[config.mk]
export PLATFORM = sky130hd
export DESIGN_NAME = mem_port_arbiter
export DESIGN_NICKNAME = d
export VERILOG_FILES = /design/src/rtl/mem_port_arbiter_pkg.sv /design/src/rtl/mem_addr_decode.sv /design/src/rtl/mem_port_arbiter.sv
export SDC_FILE = /design/constraint.sdc
export NUM_CORES = 1
export LEC_CHECK = 0
export ABC_AREA = 1
export ABC_CLOCK_PERIOD_IN_PS = 2450
export CAP_MARGIN = 20
export CELL_PAD_IN_SITES_DETAIL_PLACEMENT = 0
export CELL_PAD_IN_SITES_GLOBAL_PLACEMENT = 1
export CORE_MARGIN = 8
export CORE_UTILIZATION = 10
export CTS_BUF_LIST = sky130_fd_sc_hd__clkbuf_4
export DETAILED_ROUTE_END_ITERATION = 10
export PLACE_DENSITY_LB_ADDON = 0.3
export SYNTH_ARGS = -nofsm -noshare
export SYNTH_HDL_FRONTEND = slang
export SYNTH_SLANG_ARGS = --single-unit
[constraint.sdc]
create_clock -name clk -period 2.45 [get_ports clk]
set_input_delay 0.245 -clock clk [delete_from_list [all_inputs] [get_ports clk]]
set_output_delay 0.245 -clock clk [all_outputs]
set_load 0.01 [all_outputs]
[src/rtl/mem_port_arbiter_pkg.sv]
// mem_port_arbiter_pkg: response-owner states and default memory base shared by the arbiter slice
package mem_port_arbiter_pkg;
    typedef enum logic [1:0] {IDLE, RESP_IF, RESP_D} owner_e;
    localparam logic [31:0] DEF_BASE_ADDR = 32'h8000_0000;
endpackage

[src/rtl/mem_addr_decode.sv]
// mem_addr_decode: maps a byte address to a word index and flags range and word alignment
module mem_addr_decode
    import mem_port_arbiter_pkg::*;
#(
    parameter int unsigned MEM_SIZE  = 16_000,
    parameter logic [31:0] BASE_ADDR = DEF_BASE_ADDR
) (
    input  logic [31:0]                 addr_i,
    output logic                        in_range_o,
    output logic [$clog2(MEM_SIZE)-1:0] idx_o
);
    localparam int unsigned AW = $clog2(MEM_SIZE);
    localparam logic [32:0] SPAN = 33'(MEM_SIZE) << 2;
    logic [31:0] off;
    assign off        = addr_i - BASE_ADDR;
    assign in_range_o = addr_i >= BASE_ADDR && {1'b0, off} < SPAN && addr_i[1:0] == 2'b00;
    assign idx_o      = off[AW+1:2];
endmodule

[src/rtl/mem_port_arbiter.sv]
// mem_port_arbiter: shares one single-cycle memory port between fetch and data requesters
module mem_port_arbiter
    import mem_port_arbiter_pkg::*;
#(
    parameter int unsigned MEM_SIZE     = 16_000,
    parameter logic [31:0] BASE_ADDR    = DEF_BASE_ADDR,
    parameter int unsigned STARVE_LIMIT = 4
) (
    input  logic                        clk,
    input  logic                        rst,
    input  logic                        if_req,
    input  logic [31:0]                 if_addr,
    output logic                        if_gnt,
    output logic                        if_rvalid,
    output logic [31:0]                 if_rdata,
    output logic                        if_err,
    input  logic                        d_req,
    input  logic                        d_we,
    input  logic [3:0]                  d_be,
    input  logic [31:0]                 d_addr,
    input  logic [31:0]                 d_wdata,
    output logic                        d_gnt,
    output logic                        d_rvalid,
    output logic [31:0]                 d_rdata,
    output logic                        d_err,
    output logic                        mem_en,
    output logic                        mem_we,
    output logic [3:0]                  mem_be,
    output logic [$clog2(MEM_SIZE)-1:0] mem_addr,
    output logic [31:0]                 mem_wdata,
    input  logic [31:0]                 mem_rdata
);
    localparam int unsigned CW = $clog2(STARVE_LIMIT + 1);
    localparam logic [CW-1:0] LIM = CW'(STARVE_LIMIT);
    owner_e state_q, state_d;
    logic [CW-1:0] cnt_q, cnt_d;
    logic err_q, rd_q, in_range;
    logic [31:0] gaddr;
    logic [$clog2(MEM_SIZE)-1:0] idx;
    // Data normally wins; a fetch denied STARVE_LIMIT cycles in a row takes the port once.
    assign if_gnt  = !rst && if_req && (!d_req || cnt_q == LIM);
    assign d_gnt   = !rst && d_req && !if_gnt;
    assign gaddr   = d_gnt ? d_addr : if_addr;
    assign cnt_d   = (!if_req || if_gnt) ? '0 : (cnt_q == LIM ? LIM : cnt_q + CW'(1));
    assign state_d = if_gnt ? RESP_IF : (d_gnt ? RESP_D : IDLE);
    mem_addr_decode #(.MEM_SIZE(MEM_SIZE), .BASE_ADDR(BASE_ADDR)) u_dec (
        .addr_i    (gaddr),
        .in_range_o(in_range),
        .idx_o     (idx)
    );
    assign mem_en    = (if_gnt || d_gnt) && in_range;
    assign mem_we    = mem_en && d_gnt && d_we;
    assign mem_be    = mem_en ? (d_gnt ? d_be : 4'hF) : 4'h0;
    assign mem_addr  = mem_en ? idx : '0;
    assign mem_wdata = mem_en ? d_wdata : '0;
    always_ff @(posedge clk) begin
        if (rst) begin
            state_q <= IDLE;
            cnt_q   <= '0;
            err_q   <= 1'b0;
            rd_q    <= 1'b0;
        end else begin
            state_q <= state_d;
            cnt_q   <= cnt_d;
            err_q   <= !in_range;
            rd_q    <= !d_we;
        end
    end
    // Gating with rst drops a response whose grant landed just before reset.
    assign if_rvalid = !rst && state_q == RESP_IF;
    assign d_rvalid  = !rst && state_q == RESP_D;
    assign if_err    = if_rvalid && err_q;
    assign d_err     = d_rvalid && err_q;
    assign if_rdata  = (if_rvalid && !err_q) ? mem_rdata : '0;
    assign d_rdata   = (d_rvalid && !err_q && rd_q) ? mem_rdata : '0;
endmodule

; After elaboration in Yosys (flattened, before gate mapping)
; Cells that the tools add are included.
[totals]
elab_cells = 53
reg_bits = 7
[op_classes]
n_lt_le_gt_ge = 2
n_reduce_logical = 30
add_sub_neg = 2
muxes = 10
eq_ne = 3
[op_table]
columns = operator, count
row1 = $mux 32, 4
row2 = $ge 32x32->1 const B, 1
row3 = $lt 32x16->1 const B, 1
row4 = $sub 32x32->32 const B, 1
row5 = $logic_and 1x1->1, 16
row6 = $mux 14, 1
row7 = $mux 4, 2
row8 = $logic_not 1->1, 7
row9 = $reduce_or 2->1, 2
row10 = $add 3x1->3 const B, 1
row11 = $eq 3x3->1 const B, 1
row12 = $logic_or 1x1->1, 3
row13 = $mux 3, 1
row14 = $reduce_or 3->1, 1
row15 = $eq 2x1->1 const B, 1
row16 = $eq 2x2->1 const B, 1
row17 = $logic_not 2->1, 1
row18 = $mux 2, 1
row19 = $mux 1, 1

; Logic depth before layout (Yosys ltp)
[depth]
ltp_word = 13
ltp_mapped = 15

; Modules after synthesis
; A second synthesis with hierarchy kept.
[hier_totals]
cells_unflattened = 405
area_unflattened_um2 = 1879.3
[modules_own_cells]
columns = module, area_each_um2, n_inst, cells_per_inst, seq_area_each_um2
row1 = mem_port_arbiter, 1676.6, 1, 368, 140.1
row2 = mem_addr_decode, 202.7, 1, 37, 0.0

; Least setup slack after synthesis
; OpenSTA, ideal clock, no wires.
[synth_path]
path_type = reg-to-output
startpoint = reg cnt_q[0]
endpoint = out mem_wdata[22]
path_stages_with_launch = 14
required_ns = 2.205
setup_slack_ns = 0.436
path_buffers = 2
t_arrival_ns = 1.769
cell_sequence = dfxtp_1 > inv_1 > ha_1 > nand2_1 > nand2_1 > nand2_4 > nand2_2 > buf_4 > o21ai_1 > a21oi_1 > nand2_1 > nand3_2 > buf_4 > nor2_1
[synth_between]
elab_chain_len = 12
[synth_rtl]
columns = item, line
row1 = from (decl), mem_port_arbiter.sv:36  ; logic [CW-1:0] cnt_q, cnt_d;
row2 = from (signal assigned), mem_port_arbiter.sv:64  ; cnt_q <= cnt_d;
row3 = $eq 3x3->1 *, mem_port_arbiter.sv:41  ; assign if_gnt = !rst && if_req && (!d_req || cnt_q == LIM);
row4 = $logic_or 1x1->1 *, mem_port_arbiter.sv:41
row5 = $logic_and 1x1->1 *, mem_port_arbiter.sv:41
row6 = $logic_not 1->1, mem_port_arbiter.sv:42  ; assign d_gnt = !rst && d_req && !if_gnt;
row7 = $logic_and 1x1->1, mem_port_arbiter.sv:42
row8 = $mux 32, mem_port_arbiter.sv:43  ; assign gaddr = d_gnt ? d_addr : if_addr;
row9 = $sub 32x32->32, mem_addr_decode.sv:15  ; assign off = addr_i - BASE_ADDR;
row10 = $lt 32x16->1, mem_addr_decode.sv:16  ; assign in_range_o = addr_i >= BASE_ADDR && {1'b0, off} < SPAN && addr_i[1:0] == 2'b00;
row11 = $logic_and 1x1->1 (2 in series), mem_addr_decode.sv:16
row12 = $logic_and 1x1->1 *, mem_port_arbiter.sv:51  ; assign mem_en = (if_gnt || d_gnt) && in_range;
row13 = $mux 32 *, mem_port_arbiter.sv:55  ; assign mem_wdata = mem_en ? d_wdata : '0;
row14 = to (decl), mem_port_arbiter.sv:30  ; output logic [31:0] mem_wdata,
; Every way passes the cells marked *; elsewhere a longest branch is shown, timed or not.

; Worst setup path in the final report
[layout_path]
startpoint = reg cnt_q[0]
endpoint = out mem_wdata[20]
; The elaborated chain is that of the path after synthesis.

==> summary.md <==
Entering global routing, the biggest net connects 33 pins. Final cell area excluding filler cells: 4510 sq um. At the pin with the least slew margin, the transition time is 0.221 ns. The cell depth of the worst hold path was 3; the non-filler instance count after layout was 786. Area used by sequential logic in the layout: 143 sq um. The cell that appears most often on the critical path is nand2_2. The first global-routing pass estimated 14700 microns of wire.

For this run, the top clock speed supported by timing is 0.414 GHz. The biggest fanout along the worst timing path is 6, and the all-layer global routing usage is 9.96%. Once the floorplan was initialized, standard cells occupied 10.1% of the core. The number of clock sinks was 7; the number of port buffers was 258. The minimum setup slack among reg-to-reg paths was 0.74 ns; the number of stages on the worst setup path was 15. Synthesis produced a netlist with a net count of 457. Root buffer cell: clkbuf_4. The startpoint-to-endpoint class of the critical path is flip-flop to output pin.

259 I/O pins were placed. Of all flip-flops after synthesis, the portion carrying an async set or reset was 0%. The placed cell area is 4410 sq um, and the depth of the worst register-to-register path is 14. The core region is 14300 sq um.

Final weighted congestion of routability-driven global placement: 0.744. The most frequent cell after synthesis was nor2_1. The share of the synthesized area in the top cell type is 37.9%. After detailed routing, the total wire length is 10300 microns.

STA classifies the critical path startpoint as a flip-flop. Dividing the final minimum period by the clock period gives 98.6%. The top cell type by total area after synthesis is nor2_1. From left edge to right edge, the die measures 136 microns.

Summing all multi-input logic gate instances after layout gives 1030 sq um. After detailed routing, the number of vias per cell comes to 3.60. For the insertion delay to the later sink of the worst-skew pair, the log shows 0.26 ns.

The Yosys step of the flow raised 0 warnings. The flow ran to the end, and the final reports show no timing, DRC or antenna violations. The number of clock buffers added by TritonCTS is 3.

The post-route DRC violation count was 0. In this run the tightest slew margin relative to its limit is 84.8%. The floorplan step defined a die boundary enclosing 18600 sq um. The count of fill cells added during filler insertion is 1595. The kind of cell with the highest combined delay along the critical path is simple AND/OR/NAND/NOR gates. The run gives 77.8 uV as the worst vdd rail ir drop. For this design the ratio of total power to cell area is 158 nW/um^2.

The run gives 0.00210 ns as the post-route clock skew. Once placement completed, the tool counted placed cells totaling 772. TritonCTS built the clock tree. The tools report the required time of the worst setup path as 2.20 ns. The delay contributed by the slowest stage of the critical path was 0.33 ns. Setup repair after global routing could not meet its margin everywhere.

The final total power came out at 714 uW. A synthesized cell averages 4.54 sq um. Number of buffer and inverter stages on the critical path: 5. The number of distinct library cells after synthesis is 21. Clock transition at the registers of the reported paths: 0.05 ns. The path category of the worst min-delay check is primary input to flip-flop. In this run the cell area of the synthesized design comes to 1450 sq um. The wire-length estimate of the detail-placed layout is 9040 microns. Once detail routing completed, the nets flagged for antenna violations numbered 0.

Initial antenna violation count: 1. Yosys mapped a number of flops with a built-in enable equal to 0. Summed over all cells, the static leakage comes to 0.00237 uW.

The max-cap violation count is 0. Average detailed-routed wire length per instance: 13.1 microns. The slowest stage of the critical path belongs to the cell dfxtp_2.

Count of vias placed by the detailed router: 2827. Setup violations remaining at the end of the flow were counted as 0. The number of hold violations in the final report came out at 0. The die is 136 microns tall. After global routing the overflow that remains totals 0. STA puts the critical path data arrival time at 2.17 ns. The fraction of the core area covered by cells at the end of the flow came out at 31.5%.

Hold repair after CTS inserted 0 buffers. Of the synthesized area, sequential elements account for 9.70%. After floorplanning, the core was divided into 44 placement rows. Synthesis handed over a netlist of 318 instances. The register bit total from synthesis was 7. By count the netlist is led by nor2_1, inv_1, nand2_1. Max-slew violation total from the final report: 0. Sorting the synthesized cells by area gives the leading types as nor2_1, inv_1, dfxtp_1. STA classifies the critical path endpoint as an output pin. The run gives 2 as the number of buffers on the longest clock path. The worst path needs 2.42 ns of the cycle, external delays included.

The tools report the number of detailed-routing iterations run before antenna repair as 4. The run gives 31 as the number of DRC markers after the initial detailed-route iteration. The maximum level of the CTS H-tree is 1, and the area growth from synthesis to final layout is 212%. Walking the worst path, the cells encountered are inv_2 > ha_4 > nand2_2 > nand2_2 > nand2_4 > buf_6 > nand3b_1 > nand2_2 > a21oi_2 > nand2_2 > nand3_4 > clkbuf_16 > buf_6 > nor2_4 > buf_6. The tools report the final net count as 742.

Via count of the first global-routing pass: 2947. Most used flip-flop cell after synthesis: dfxtp_1. The repair_antennas step left the layout with diodes totalling 0. The fraction of final layout cells sized beyond drive strength 1 works out to 21.1%.
[final cells by class]
type,count,area share (%)
repair buffers,293,60.9
multi-input cells,208,22.8
inverters,90,7.49
well taps,184,5.10
flip-flops and latches,7,3.16
clock buffers,3,0.499
clock inverters,1,0.111
[metal layers]
| layer | vias up | wire [microns] | global-route usage, % |
|---|---|---|---|
| met2 | 185 | 5160 | 18.8 |
| met4 | 2 | 59 | 2.01 |
| met5 | - | 9 | 0 |
| met1 | 1185 | 3340 | 9.20 |
| met3 | 6 | 1750 | 5.54 |
| li1 | 1449 | - | - |
[final timing paths]
kind              endpoint  startpoint
min               cnt_q[1]       d_req
max reg2reg          err_q    cnt_q[0]
max          mem_wdata[20]    cnt_q[0]
min reg2reg       cnt_q[0]    cnt_q[0]
[sequential cells by signal (all words and copies together) (netlist names)]
register,cells
cnt_q,3
err_q,1
rd_q,1
state_q,2
[worst reg2reg max path, delay by kind of cell (launching register included)]
| family | cells | cell delay, ns |
|---|---|---|
| adders and majority gates | 1 | 0.15 |
| and+or+nand+nor | 8 | 0.63 |
| buffers and inverters | 4 | 0.42 |
| DFF | 1 | 0.33 |
| AOI/OAI and AO/OA | 1 | 0.12 |
[logic make-up after synthesis]
| group | after synthesis | synth area share (%) |
|---|---|---|
| AND/OR/NAND/NOR | 195 | 53.7 |
| buffers and inverters | 103 | 28.4 |
| multiplexers | 7 | 4.85 |
| flip-flops | 7 | 9.70 |
| AO/OA/AOI/OAI | 3 | 1.04 |
| adder cells (fa/ha/maj) | 2 | 1.73 |
| XOR/XNOR | 1 | 0.606 |
[cells in the final DEF (no fill, tap or decap), types with 6 or more instances in the layout]
cell,netlist,routed
buf_2,1,43
buf_4,6,26
buf_6,0,10
clkdlybuf4s50_1,0,203
inv_1,90,86
mux2i_1,7,7
nand2_1,31,26
nand3_1,8,6
nor2_1,146,132
nor2_2,2,10
nor2_4,0,6
[repair_timing]
item                       in CTS  in global routing
setup endpoints to repair      57                 55
buffers inserted                0                  7
pin swaps                       0                  8
gates cloned                    1                  2
gates resized for setup       154                114
[metrics by stage]
stage	setup TNS [ns]	setup WS (ns)	hold WS [ns]
6_report	0	0.0333	0.369
4_1_cts	-1.62	-0.0730	0.514
3_3_place_gp	-13.98	-0.305	0.495
5_1_grt	-1.89	-0.108	0.402
3_5_place_dp	-16.96	-0.364	0.506
2_1_floorplan	0	0.436	0.312
[report_power, final]
group	switching, uW	leakage, uW	internal [uW]
Combinational	176	0.00229	311
Clock	47.2	0.0000177	59.8
Sequential	1.80	0.0000585	119
Power figures use the tool's default switching activity.
